===== src/rtl/tinytpu_pkg.sv =====
// Shared defaults, loader state encoding and a counter-width helper for the
// tinytpu host-side loader.
package tinytpu_pkg;

    localparam int D_W_DEF  = 8;
    localparam int N_DEF    = 2;
    localparam int WORD_DEF = N_DEF * N_DEF;

    typedef enum logic [1:0] {
        IDLE,
        SHIFT,
        WAIT,
        INIT
    } loader_state_t;

    // A counter over a range of one still needs a one-bit register.
    function automatic int cnt_width(input int n);
        return (n > 1) ? $clog2(n) : 1;
    endfunction

endpackage


===== src/rtl/tinytpu_loader_if.sv =====
// Host word handshake plus the serial lanes toward the tinytpu array.
// The host drives the master side; the loader implements the slave side.
interface tinytpu_loader_if
    import tinytpu_pkg::*;
#(
    parameter int D_W = D_W_DEF
) ();

    logic [D_W-1:0] x_word;
    logic [D_W-1:0] y_word;
    logic           word_valid;
    logic           word_ready;
    logic           data_in_x;
    logic           data_in_y;
    logic           load_en;
    logic           init;
    logic           busy;

    modport master (
        output x_word, y_word, word_valid,
        input  word_ready, data_in_x, data_in_y, load_en, init, busy
    );

    modport slave (
        input  x_word, y_word, word_valid,
        output word_ready, data_in_x, data_in_y, load_en, init, busy
    );

endinterface


===== src/rtl/tinytpu_piso.sv =====
// Parallel-in / serial-out shift register; the serial output is the MSB of
// the register and the contents move toward the MSB on each shift.
module tinytpu_piso #(
    parameter int D_W = 8
) (
    input  logic           clk,
    input  logic           rst,
    input  logic           load,
    input  logic           shift,
    input  logic [D_W-1:0] din,
    output logic           msb
);

    logic [D_W-1:0] sr_q;
    logic [D_W-1:0] sr_d;

    always_comb begin
        sr_d = sr_q;
        if (load) begin
            sr_d = din;
        end else if (shift) begin
            sr_d = {sr_q[D_W-2:0], 1'b0};
        end
    end

    always_ff @(posedge clk or posedge rst) begin
        if (rst) begin
            sr_q <= '0;
        end else begin
            sr_q <= sr_d;
        end
    end

    assign msb = sr_q[D_W-1];

endmodule


===== src/rtl/tinytpu_loader.sv =====
// Serialises WORD operand pairs MSB-first onto the tinytpu x/y lanes, with a
// single-entry skid register for back-to-back words, then pulses init.
module tinytpu_loader
    import tinytpu_pkg::*;
#(
    parameter int D_W  = D_W_DEF,
    parameter int WORD = WORD_DEF
) (
    input  logic             clk,
    input  logic             rst,
    tinytpu_loader_if.slave  bus
);

    localparam int BC_W = cnt_width(D_W);
    localparam int WC_W = cnt_width(WORD);
    localparam int AC_W = $clog2(WORD + 1);

    localparam logic [BC_W-1:0] BIT_LAST  = BC_W'(D_W - 1);
    localparam logic [WC_W-1:0] WORD_LAST = WC_W'(WORD - 1);
    localparam logic [AC_W-1:0] ACC_FULL  = AC_W'(WORD);

    loader_state_t   state_q, state_d;
    logic [BC_W-1:0] bit_cnt_q, bit_cnt_d;
    logic [WC_W-1:0] word_cnt_q, word_cnt_d;
    logic [AC_W-1:0] accept_cnt_q, accept_cnt_d;
    logic            hold_full_q, hold_full_d;
    logic [D_W-1:0]  hold_x_q, hold_x_d;
    logic [D_W-1:0]  hold_y_q, hold_y_d;
    logic            load_en_q, load_en_d;
    logic            init_q, init_d;
    logic            busy_q, busy_d;

    logic            word_ready;
    logic            transfer;
    logic            last_bit;
    logic            last_word;
    logic            sr_load;
    logic            sr_shift;
    logic [D_W-1:0]  load_x;
    logic [D_W-1:0]  load_y;

    // Ready only while the frame still has room and the skid slot is free.
    assign word_ready = (state_q != INIT) && !hold_full_q && (accept_cnt_q != ACC_FULL);
    assign transfer   = bus.word_valid && word_ready;
    assign last_bit   = (bit_cnt_q == BIT_LAST);
    assign last_word  = (word_cnt_q == WORD_LAST);

    always_ff @(posedge clk or posedge rst) begin
        if (rst) begin
            state_q <= IDLE;
        end else begin
            state_q <= state_d;
        end
    end

    always_comb begin
        state_d = state_q;
        unique case (state_q)
            IDLE: begin
                if (transfer) begin
                    state_d = SHIFT;
                end
            end
            SHIFT: begin
                if (last_bit) begin
                    if (last_word) begin
                        state_d = INIT;
                    end else if (!(hold_full_q || transfer)) begin
                        state_d = WAIT;
                    end
                end
            end
            WAIT: begin
                if (transfer) begin
                    state_d = SHIFT;
                end
            end
            INIT: begin
                state_d = IDLE;
            end
            default: begin
                state_d = IDLE;
            end
        endcase
    end

    always_comb begin
        sr_load      = 1'b0;
        sr_shift     = 1'b0;
        bit_cnt_d    = bit_cnt_q;
        word_cnt_d   = word_cnt_q;
        accept_cnt_d = accept_cnt_q + AC_W'(transfer);
        hold_full_d  = hold_full_q;
        hold_x_d     = hold_x_q;
        hold_y_d     = hold_y_q;
        unique case (state_q)
            IDLE: begin
                if (transfer) begin
                    sr_load    = 1'b1;
                    bit_cnt_d  = '0;
                    word_cnt_d = '0;
                end
            end
            SHIFT: begin
                if (last_bit) begin
                    bit_cnt_d = '0;
                    // Reload from the skid slot, or straight from the bus on a same-cycle transfer.
                    if (!last_word && (hold_full_q || transfer)) begin
                        sr_load     = 1'b1;
                        word_cnt_d  = word_cnt_q + WC_W'(1);
                        hold_full_d = 1'b0;
                    end
                end else begin
                    sr_shift  = 1'b1;
                    bit_cnt_d = bit_cnt_q + BC_W'(1);
                    if (transfer) begin
                        hold_full_d = 1'b1;
                        hold_x_d    = bus.x_word;
                        hold_y_d    = bus.y_word;
                    end
                end
            end
            WAIT: begin
                if (transfer) begin
                    sr_load    = 1'b1;
                    bit_cnt_d  = '0;
                    word_cnt_d = word_cnt_q + WC_W'(1);
                end
            end
            INIT: begin
                accept_cnt_d = '0;
                word_cnt_d   = '0;
            end
            default: begin
                sr_load = 1'b0;
            end
        endcase
        load_en_d = (state_d == SHIFT);
        init_d    = (state_d == INIT);
        busy_d    = (state_d != IDLE);
    end

    always_ff @(posedge clk or posedge rst) begin
        if (rst) begin
            bit_cnt_q    <= '0;
            word_cnt_q   <= '0;
            accept_cnt_q <= '0;
            hold_full_q  <= 1'b0;
            hold_x_q     <= '0;
            hold_y_q     <= '0;
            load_en_q    <= 1'b0;
            init_q       <= 1'b0;
            busy_q       <= 1'b0;
        end else begin
            bit_cnt_q    <= bit_cnt_d;
            word_cnt_q   <= word_cnt_d;
            accept_cnt_q <= accept_cnt_d;
            hold_full_q  <= hold_full_d;
            hold_x_q     <= hold_x_d;
            hold_y_q     <= hold_y_d;
            load_en_q    <= load_en_d;
            init_q       <= init_d;
            busy_q       <= busy_d;
        end
    end

    assign load_x = hold_full_q ? hold_x_q : bus.x_word;
    assign load_y = hold_full_q ? hold_y_q : bus.y_word;

    tinytpu_piso #(.D_W(D_W)) u_piso_x (
        .clk   (clk),
        .rst   (rst),
        .load  (sr_load),
        .shift (sr_shift),
        .din   (load_x),
        .msb   (bus.data_in_x)
    );

    tinytpu_piso #(.D_W(D_W)) u_piso_y (
        .clk   (clk),
        .rst   (rst),
        .load  (sr_load),
        .shift (sr_shift),
        .din   (load_y),
        .msb   (bus.data_in_y)
    );

    assign bus.word_ready = word_ready;
    assign bus.load_en    = load_en_q;
    assign bus.init       = init_q;
    assign bus.busy       = busy_q;

endmodule


===== src/flat_wrapper.sv =====
// flat-port wrapper written by rule: the top's interface ports become plain ports
module tinytpu_loader_flat import tinytpu_pkg::*;
#(
    parameter int D_W  = D_W_DEF,
    parameter int WORD = WORD_DEF
)
  (clk, rst, bus_x_word, bus_y_word, bus_word_valid, bus_word_ready, bus_data_in_x, bus_data_in_y, bus_load_en, bus_init, bus_busy);
  tinytpu_loader_if #(.D_W(D_W)) bus_i ();
  input  logic clk;
  input  logic rst;
  input wire logic [$bits(bus_i.x_word)-1:0] bus_x_word;
  input wire logic [$bits(bus_i.y_word)-1:0] bus_y_word;
  input wire logic [$bits(bus_i.word_valid)-1:0] bus_word_valid;
  output wire logic [$bits(bus_i.word_ready)-1:0] bus_word_ready;
  output wire logic [$bits(bus_i.data_in_x)-1:0] bus_data_in_x;
  output wire logic [$bits(bus_i.data_in_y)-1:0] bus_data_in_y;
  output wire logic [$bits(bus_i.load_en)-1:0] bus_load_en;
  output wire logic [$bits(bus_i.init)-1:0] bus_init;
  output wire logic [$bits(bus_i.busy)-1:0] bus_busy;
  assign bus_i.x_word = bus_x_word;
  assign bus_i.y_word = bus_y_word;
  assign bus_i.word_valid = bus_word_valid;
  assign bus_word_ready = bus_i.word_ready;
  assign bus_data_in_x = bus_i.data_in_x;
  assign bus_data_in_y = bus_i.data_in_y;
  assign bus_load_en = bus_i.load_en;
  assign bus_init = bus_i.init;
  assign bus_busy = bus_i.busy;
  tinytpu_loader #(.D_W(D_W), .WORD(WORD)) u_core (.clk(clk), .rst(rst), .bus(bus_i));
endmodule

===== config.mk =====
export PLATFORM = sky130hd
export DESIGN_NAME = tinytpu_loader_flat
export DESIGN_NICKNAME = d
export VERILOG_FILES = /design/src/rtl/tinytpu_pkg.sv /design/src/rtl/tinytpu_loader_if.sv /design/src/rtl/tinytpu_piso.sv /design/src/rtl/tinytpu_loader.sv /design/src/flat_wrapper.sv
export SDC_FILE = /design/constraint.sdc
export NUM_CORES = 1
export LEC_CHECK = 0
export CAP_MARGIN = 20
export CORE_ASPECT_RATIO = 1.75
export CORE_UTILIZATION = 35
export CTS_CLUSTER_DIAMETER = 40
export DETAILED_ROUTE_END_ITERATION = 8
export PLACE_DENSITY = 0.66
export SETUP_SLACK_MARGIN = 0.1
export SYNTH_ARGS = -nofsm -noshare
export SYNTH_HDL_FRONTEND = slang
export SYNTH_SLANG_ARGS = --single-unit

===== constraint.sdc =====
create_clock -name clk -period 4.4 [get_ports clk]
set_input_delay 0.44 -clock clk [delete_from_list [all_inputs] [get_ports clk]]
set_output_delay 0.44 -clock clk [all_outputs]
set_load 0.01 [all_outputs]

# ---- Word-level counts from Yosys, hierarchy flattened
# Index checks and enable logic that the tools add are counted.
dict set report totals {
  ff_bits 46
  out_inout_bits 6
  inputBits 19
  elab_cells 77
}
dict set report op_classes {
  addsub 3
  n_eq_ne 15
  n_reduce_logical 17
  n_mux 29
  bitwise 1
}
# cell n
set ops {}
lappend ops {{$mux W8} 6}
lappend ops {{$mux W2} 8}
lappend ops {{$ne A2 B1 Y1 const B} 5}
lappend ops {{$mux W3} 3}
lappend ops {{$eq A2 B2 Y1 const B} 4}
lappend ops {{$mux W1} 8}
lappend ops {{$pmux W2 S4} 1}
lappend ops {{$reduce_bool A2 Y1} 4}
lappend ops {{$pmux W2 S3} 1}
lappend ops {{$pmux W3 S2} 1}
lappend ops {{$reduce_and A3 Y1} 2}
lappend ops {{$eq A2 B1 Y1 const B} 2}
lappend ops {{$logic_and A1 B1 Y1} 4}
lappend ops {{$ne A2 B2 Y1 const B} 2}
lappend ops {{$reduce_and A4 Y1} 1}
lappend ops {{$add A3 B1 Y3} 1}
lappend ops {{$add A3 B1 Y3 const B} 1}
lappend ops {{$eq A3 B3 Y1 const B} 1}
lappend ops {{$ne A3 B3 Y1 const B} 1}
lappend ops {{$add A2 B1 Y2 const B} 1}
lappend ops {{$logic_not A1 Y1} 2}
lappend ops {{$logic_not A2 Y1} 1}
lappend ops {{$pmux W1 S2} 1}
lappend ops {{$reduce_and A2 Y1} 1}
lappend ops {{other kinds (3)} 3}

# ---- Longest topological paths before layout
# Gate-level depths: netlist of the first run.
dict set report logic_depth {
  depth_word 10
  ltp_mapped 8
}

# ---- Modules after synthesis
# From an unflattened synthesis of the first run, not the netlist that was laid out.
dict set report hier_totals {
  cells_unflattened 201
  hier_area_um2 2463.6
}
# mod seq_area_each_um2 instances cells_each area_each_um2
set by_module_without_submodules {}
lappend by_module_without_submodules {tinytpu_loader 750.7 1 131 1717.9}
lappend by_module_without_submodules {tinytpu_piso 200.2 2 35 372.9}

# ---- Least setup slack after synthesis of the first run
# No wires, ideal clock.
dict set report synth_timing {
  path_type {flip-flop to flip-flop}
  startpoint {register u_core.bit_cnt_q[0]}
  endpoint {register u_core.hold_x_q[0]}
  arrival_time_ns 1.817
  path_stages_with_launch 9
  slack_ns 2.458
  setup_time_ns 0.125
  path_buffers 3
  required_time_ns 4.275
  path_cell_list {dfrtp_1 -> ha_1 -> ha_1 -> nand2b_1 -> buf_2 -> nand2b_1 -> buf_6 -> buf_8 -> mux2_4}
}
dict set report synth_via {
  elab_chain_cells 3
}
# element line_no
set synth_lines {}
lappend synth_lines {{from (decl)} tinytpu_loader.sv:23} ;# logic [BC_W-1:0] bit_cnt_q, bit_cnt_d;
lappend synth_lines {{from (signal assigned)} tinytpu_loader.sv:155} ;# bit_cnt_q <= bit_cnt_d;
lappend synth_lines {{$eq A3 B3 Y1} tinytpu_loader.sv:45} ;# assign last_bit = (bit_cnt_q == BIT_LAST);
lappend synth_lines {{$not A1 Y1 (no source line)} -}
lappend synth_lines {{$reduce_and A3 Y1 (no source line)} -}
lappend synth_lines {{to (signal assigned)} tinytpu_loader.sv:159} ;# hold_x_q <= hold_x_d;
lappend synth_lines {{to (decl)} tinytpu_loader.sv:27} ;# logic [D_W-1:0] hold_x_q, hold_x_d;
# Every way passes these cells.
# A chain may end at the register's enable or synchronous reset.

# ---- Final worst setup path of the first run
dict set report layout_timing {
  startpoint {register u_core.bit_cnt_q[0]}
  endpoint {register u_core.hold_x_q[7]}
}
# Same word-level chain as after synthesis.

==> key figures, run 1 <==
Global route
  – Global-route usage over all layers: between 10% and 20%
  – Largest net degree at the start of global routing: 47
  – Initial antenna violation count: 0
  – Vias in the first global route: around 1500
  – GR Overflow Total: 0
  – First-pass GRT wire length: approximately 7.5 mm

Placed design
  – Placed insts: between 200 and 300
  – Port Buffers: 24
  – Dpl ws: roughly 1.7 ns
  – GPL Wtd Cong: between 0.8 and 0.9
  – Placed instance area: roughly 2700 µm²
  – HPWL Detailed: ~3.0 mm

Floorplanning
  – Die area: between 7000 and 8000 µm²
  – Initial Utilization: 36.05%
  – Chip height: around 110 µm
  – Die width: ~65 µm
  – Ports: 25
  – Cell Rows: 40
  – Core Area: roughly 6800 µm²

Clock network
  – CTS tree: yes
  – Resize count post-CTS: 0
  – Skew-Pair Late Insertion Delay: 0.28 ns
  – CTS HTree Levels: 2
  – Setup bufs post-CTS: 0
  – Total CTS buffers: 5
  – CTS Hold Bufs: 0
  – Register clock-pin slew on the reported worst setup and hold paths: roughly 0.06 ns
  – CTS Sinks: 46
  – Maximum root-to-sink buffer count: 2
  – Root Buffer: clkbuf_16

Status
  – Status: finished clean

Logic synthesis
  – EDFF count, synth: 0
  – Area share of the largest cell type after synthesis: between 40% and 50%
  – Netlist cell types: 37
  – Fraction of registers with async set/reset: between 90% and 100%
  – Commonest cells in the netlist: 49 x mux2i_1, 46 x dfrtp_1, 10 x ha_1, 10 x inv_1, 10 x mux2_4
  – Post-synthesis xor/xnor area fraction: less than 1%
  – Post-Syn Instances: between 150 and 200
  – Largest family of logic cells by synthesized area: multiplexers
  – Post-synthesis mux area share: between 30% and 40%
  – Area of the mapped netlist: between 2000 and 2500 µm²
  – Simple-gate share of the synthesized area: 7.955%
  – Post-synthesis adder-cell area fraction: between 5 and 6%
  – Register area share after synthesis: 46.91%
  – #FFs+latches synth: 46
  – Synth top area cells: dfrtp_1 47%, mux2i_1 20%, mux2_4 6.1%
  – Syn Nets: between 200 and 250
  – Synth warn: 0
  – Mean Syn Cell Area: about 13 µm²
  – Synth Area in Compound Gates: 4.895%
  – Top-count cell post-synth: mux2i_1
  – Cell taking the most area after synthesis: dfrtp_1
  – Post-synth top flop: dfrtp_1

Timing
  – Final setup vio count: 0
  – RSZ-0062 raised after global routing: false
  – Slew headroom: about a third
  – Crit path time final: 2.600 ns
  – Final Max Tran Viols: 0
  – Tcrit/Tclk final: around three fifths
  – Setup TNS: 0 ns
  – F_max: roughly 0.38 GHz
  – Final Worst Setup Slack: 1.800 ns
  – Final Skew: 0.005787 ns
  – Hold Slack: 0.3631 ns
  – Final Hold Violating Endpoints: 0
  – Worst-Margin Slew: 1.009 ns

Final layout
  – Final std cells w/o fill: ~290
  – Final layout net count: 239
  – Fin util: roughly 43%
  – Design area: slightly below 3000 µm²
  – Area growth syn-to-layout: 18.00%
  – Ant diodes: 0
  – Layout cells sized above 1: 20.00%

Setup path
  – FF-to-FF setup slack: ~1.8 ns
  – Crit path cell chain: ha_1, ha_1, nand2b_1, buf_4, nand2b_1, mux2_2
  – Critical Path End Type: flop
  – Worst setup SP type: flop
  – Req. time, crit path: approximately 4.6 ns
  – WS Path Type: flop to flop
  – Max incr delay on CP: 0.82 ns
  – Crit path arrival time: approximately 2.8 ns
  – Crit path max fanout: 17
  – CP max-delay cell: nand2b_1

Power and ir drop
  – Total power: between 800 and 900 µW
  – Max rail drop VDD: around 0.18 mV
  – Leakage: ~1.4 nW
  – P per Cell Area: 290.5 nW/µm²

Drt
  – Vias per std cell: 5.044
  – DRC: 0
  – DR iter-0 viols: 77
  – Final ANT Viol Nets: 0
  – Routed wire length: ~4.3 mm
  – Routed len/inst: about 15 µm
  – First-pass iteration count of the detailed router: 4
  – Routed via count: between 1000 and 1500

Run
  – Max Cap Violations: 0

Worst hold path
  – Worst hold-check path type: input port to asynchronous set/reset pin
==> state kept, by name (all words and copies together) (netlist names) <==
| register | flops |
|---|---|
| u_core.bit_cnt_q | 3 |
| u_core.accept_cnt_q | 3 |
| u_core.hold_y_q | 8 |
| u_core.state_q | 2 |
| u_core.bus.init | 1 |
| u_core.word_cnt_q | 2 |
| u_core.hold_full_q | 1 |
| u_core.bus.busy | 1 |
| u_core.hold_x_q | 8 |
| u_core.u_piso_x.sr_q | 8 |
| u_core.u_piso_y.sr_q | 8 |
| u_core.bus.load_en | 1 |
==> worst max-delay path, delay by kind of cell (launching register included) <==
| family | cells | cell delay, ns |
|---|---|---|
| and+or+nand+nor | 2 | 0.96 |
| muxes | 1 | 0.42 |
| adders and majority gates | 2 | 0.45 |
| buffers and inverters | 1 | 0.27 |
| DFF | 1 | 0.37 |
==> power breakdown <==
part	internal [mW]	leakage [nW]	switching [mW]	total, mW
combinational	0.0287	0.834	0.0185	0.0472
clock	0.205	0.0694	0.153	0.358
sequential	0.431	0.519	0.00450	0.435
total	0.665	1.42	0.176	0.841
==> metal layers <==
metal	up-vias	track usage (%)	part of all wire (%)
met1	749	15.72	42
met4	0	6.522	2.2
li1	703	-	-
met3	6	1.815	2.4
met2	25	23.16	53
met5	-	0	0
==> cells in the final DEF, fill, tap and decap left out, types with 2 or more instances in the layout <==
cell and count:
mux2i_1 49, clkbuf_16 5, nor3_1 2, o21ai_0 2, inv_1 9, clkdlybuf4s50_1 24
clkinv_2 2, buf_4 2, ha_1 10, mux2_2 9, nor2_1 4, a31oi_1 2
mux2_4 10, nand2b_1 2, nor2b_1 2, dfrtp_1 46, nand2_1 6, and2b_2 3
nor3_4 2
==> area by class of cell <==
cell class / instances / area (µm²)
Clock buffer: 5 / 125.1
Sequential cell: 46 / 1151
Timing Repair Buffer: 27 / 275.3
Inverter: 10 / 37.54
Fill cell: 685 / 3911
Multi-Input combinational cell: 120 / 1191
Clock inverter: 2 / 10.01
Tap cell: 84 / 105.1
==> path summary, 6_finish.rpt <==
kind,start,end,depth (start not counted)
min in group clk,u_core.hold_y_q[4]$_DFFE_PP0P_,u_core.hold_y_q[4]$_DFFE_PP0P_,1
hold reg to reg,u_core.hold_y_q[4]$_DFFE_PP0P_,u_core.hold_y_q[4]$_DFFE_PP0P_,1
max in group asynchronous,rst,u_core.hold_x_q[7]$_DFFE_PP0P_,3
setup / recovery,u_core.bit_cnt_q[0]$_DFFE_PP0P_,u_core.hold_x_q[7]$_DFFE_PP0P_,6
hold / removal,rst,u_core.word_cnt_q[1]$_DFFE_PP0P_,2
setup reg to reg,u_core.bit_cnt_q[0]$_DFFE_PP0P_,u_core.hold_x_q[7]$_DFFE_PP0P_,6
==> cell families (layout without fill, tap and decap cells) <==
logic type,count (synthesis),count (layout)
adders and majority gates,10,10
buffers and inverters,18,44
and+or+nand+nor,27,27
DFF,46,46
muxes,68,68
AOI/OAI and AO/OA,14,14
xor gates and xnor gates,1,1
(Power assumes the default switching activity.)
==> run 2, diff against run 1 <==
==> constraint.sdc (replaced) <==
create_clock -name clk -period 2.55 [get_ports clk]
set_input_delay 0.255 -clock clk [delete_from_list [all_inputs] [get_ports clk]]
set_output_delay 0.255 -clock clk [all_outputs]
set_load 0.01 [all_outputs]
==> run 2 against run 1 <==
Against the previous run: register-to-register slack got worse by 1.2 ns; die area did not move; worst hold slack improved by 0.068 ns; first-iteration DRC count rose by 2.6%; sequential share of layout area fell by 0.36 points; critical endpoint is now bus_word_ready.
==> key figures, run 2 (synthesized netlist as in run 1, its figures left out) <==
Global route
  – Initial antenna violation count: 0
  – Largest net degree at the start of global routing: 47
  – Met2 Usage GRT: a little under a quarter
  – GR Overflow Total: 0
  – Gr busiest metal: met2
  – Global-route usage over all layers: between 10% and 20%
  – First-pass GRT wire length: around 7.7 mm
  – Vias in the first global route: roughly 1600
  – Met1 Usage GRT: approximately 16%
  – Met3 usage: around 2.7%

Drt
  – Routed wire length: between 4 and 5 mm
  – DR iter-0 viols: just under 80
  – DRC: 0
  – Routed via count: between 1000 and 1500
  – Routed len/inst: 14.90 µm
  – Vias per std cell: roughly 5
  – Final ANT Viol Nets: 0
  – First-pass iteration count of the detailed router: 4

Placed design
  – Port Buffers: 24
  – GPL Wtd Cong: ~0.87
  – HPWL Detailed: between 3 and 4 mm

Setup path
  – R2R Path Start: u_core.state_q[0]$_DFF_PP0_
  – Critical path's top delay family: buffers and inverters
  – FF-to-FF setup slack: about 0.59 ns
  – Crit path arrival time: 1.82 ns
  – WS Path Type: flop to primary output
  – Crit path max fanout: 7
  – Critical Path End Type: primary output
  – Max incr delay on CP: around 0.56 ns
  – Buf+Inv Stages, Crit Path: 1
  – Worst setup SP type: flop
  – Req. time, crit path: 2.30 ns
  – Worst r2r path cells: 6
  – CP max-delay cell: clkdlybuf4s50_1
  – Critical R2R Capture: u_core.hold_x_q[2]$_DFFE_PP0P_
  – Crit path cell chain: ha_1, nor3_1, clkdlybuf4s50_1

Final layout
  – Commonest cells after routing, fill and taps aside: 49 x mux2i_1, 46 x dfrtp_1, 24 x clkdlybuf4s50_1
  – Most common cell after layout, fill and taps aside: mux2i_1
  – Ant diodes: 0
  – Layout cells sized above 1: between 20% and 30%
  – Area growth syn-to-layout: 19.07%
  – Final layout net count: 242

Power and ir drop
  – Leakage: 1.435 nW
  – Flop pwr share: between 50% and 60%
  – Int Power: 1.170 mW
  – Switching part of the total: about a fifth
  – Gate power share: 5.4%
  – NetSw: between 200 and 300 µW
  – P per Cell Area: between 500 and 600 nW/µm²
  – Max rail drop VDD: roughly 0.30 mV
  – Total power: about 1.5 mW
  – Clock power frac: approximately 43%

Timing
  – Crit path time final: between 2 and 2.5 ns
  – Hold Slack: between 0.4 and 0.5 ns
  – Tcrit/Tclk final: between 80% and 90%
  – Slew headroom: between 60% and 70%
  – Final Hold Violating Endpoints: 0
  – Final setup vio count: 0
  – Setup TNS: 0 ns
  – RSZ-0062 raised after global routing: false
  – F_max: a little under 0.5 GHz
  – Worst-Margin Slew: a little under 0.6 ns
  – Final Max Tran Viols: 0
  – Final Skew: about 0.0035 ns

Clock network
  – Total CTS buffers: 5
  – CTS HTree Levels: 2
  – Setup bufs post-CTS: 0
  – CTS Hold Bufs: 0
  – CTS tree: yes
  – Root Buffer: clkbuf_16
  – Register clock-pin slew on the reported worst setup and hold paths: roughly 0.06 ns
  – Resize count post-CTS: 0
  – Skew-Pair Late Insertion Delay: around 0.28 ns
  – CTS Sinks: 46
  – Maximum root-to-sink buffer count: 2

Floorplanning
  – Ports: 25
  – Die width: ~65 µm
  – Die area: 7362 µm²
  – Chip height: between 100 and 150 µm
  – Cell Rows: 40
  – Initial Utilization: between 30% and 40%
  – Core Area: 6807 µm²

Run
  – Max Cap Violations: 0

Worst hold path
  – Worst hold-check path type: input port to asynchronous set/reset pin

Status
  – Status: finished clean
run 2: cell types whose count changed in the layout (fill, tap and decap cells not counted):
cell,previous run,this run
clkinv_2,2,0
clkbuf_8,0,1
buf_4,2,5
run 2: metrics by stage:
step                instance area [µm²]  setup WS [ns]  utilization, %  instances
floorplan                          2454         0.6077               -        184
global placement                   2763         0.3296           40.59        289
detailed placement                 2763         0.2532           40.59        289
CTS                                2902         0.2329           42.63        295
global route                       2922         0.4250           42.92        296
finish                             2922         0.4772           42.92        296
run 2: tightest hold or removal path, stage by stage:
cell	delay [ns]
clkdlybuf4s50_1	0.41
inv_2	0.05
buf_4	0.47
run 2: how the worst max path moves through the flow:
stage,from,cells past startpoint,endpoint
floorplan,u_core.bit_cnt_q[0]$_DFFE_PP0P_,8,u_core.hold_x_q[0]$_DFFE_PP0P_
global placement,bus_word_valid,5,u_core.u_piso_x.sr_q[2]$_DFFE_PP0P_
detailed placement,u_core.state_q[0]$_DFF_PP0_,5,u_core.u_piso_x.sr_q[4]$_DFFE_PP0P_
CTS,u_core.state_q[0]$_DFF_PP0_,5,u_core.u_piso_x.sr_q[4]$_DFFE_PP0P_
global route,u_core.state_q[0]$_DFF_PP0_,3,bus_word_ready
finish,u_core.state_q[0]$_DFF_PP0_,3,bus_word_ready
run 2: final cells by class:
| cell class | count | area (µm²) |
|---|---|---|
| Tap cell | 84 | 105.1 |
| Sequential cell | 46 | 1151 |
| Clock buffer | 6 | 138.9 |
| Inverter | 10 | 37.54 |
| Fill cell | 674 | 3885 |
| Multi-Input combinational cell | 120 | 1191 |
| Timing Repair Buffer | 30 | 297.8 |
run 2: per-layer routing:
metal	routed length (µm)	part of all wire, %
met3	127	2.9
met5	0	0
met1	1850	42
met4	187	4.2
met2	2245	51
run 2: power groups by stage:
| stage | Sequential [mW] | Combinational [mW] | Clock, mW |
|---|---|---|---|
| final | 0.751 | 0.0795 | 0.632 |
| after global routing | 0.753 | 0.0888 | 0.684 |
| after CTS | 0.751 | 0.0823 | 0.657 |
| after detailed placement | 0.765 | 0.0822 | 0 |
| after global placement | 0.764 | 0.0806 | 0 |
| after floorplan | 0.763 | 0.0395 | 0 |
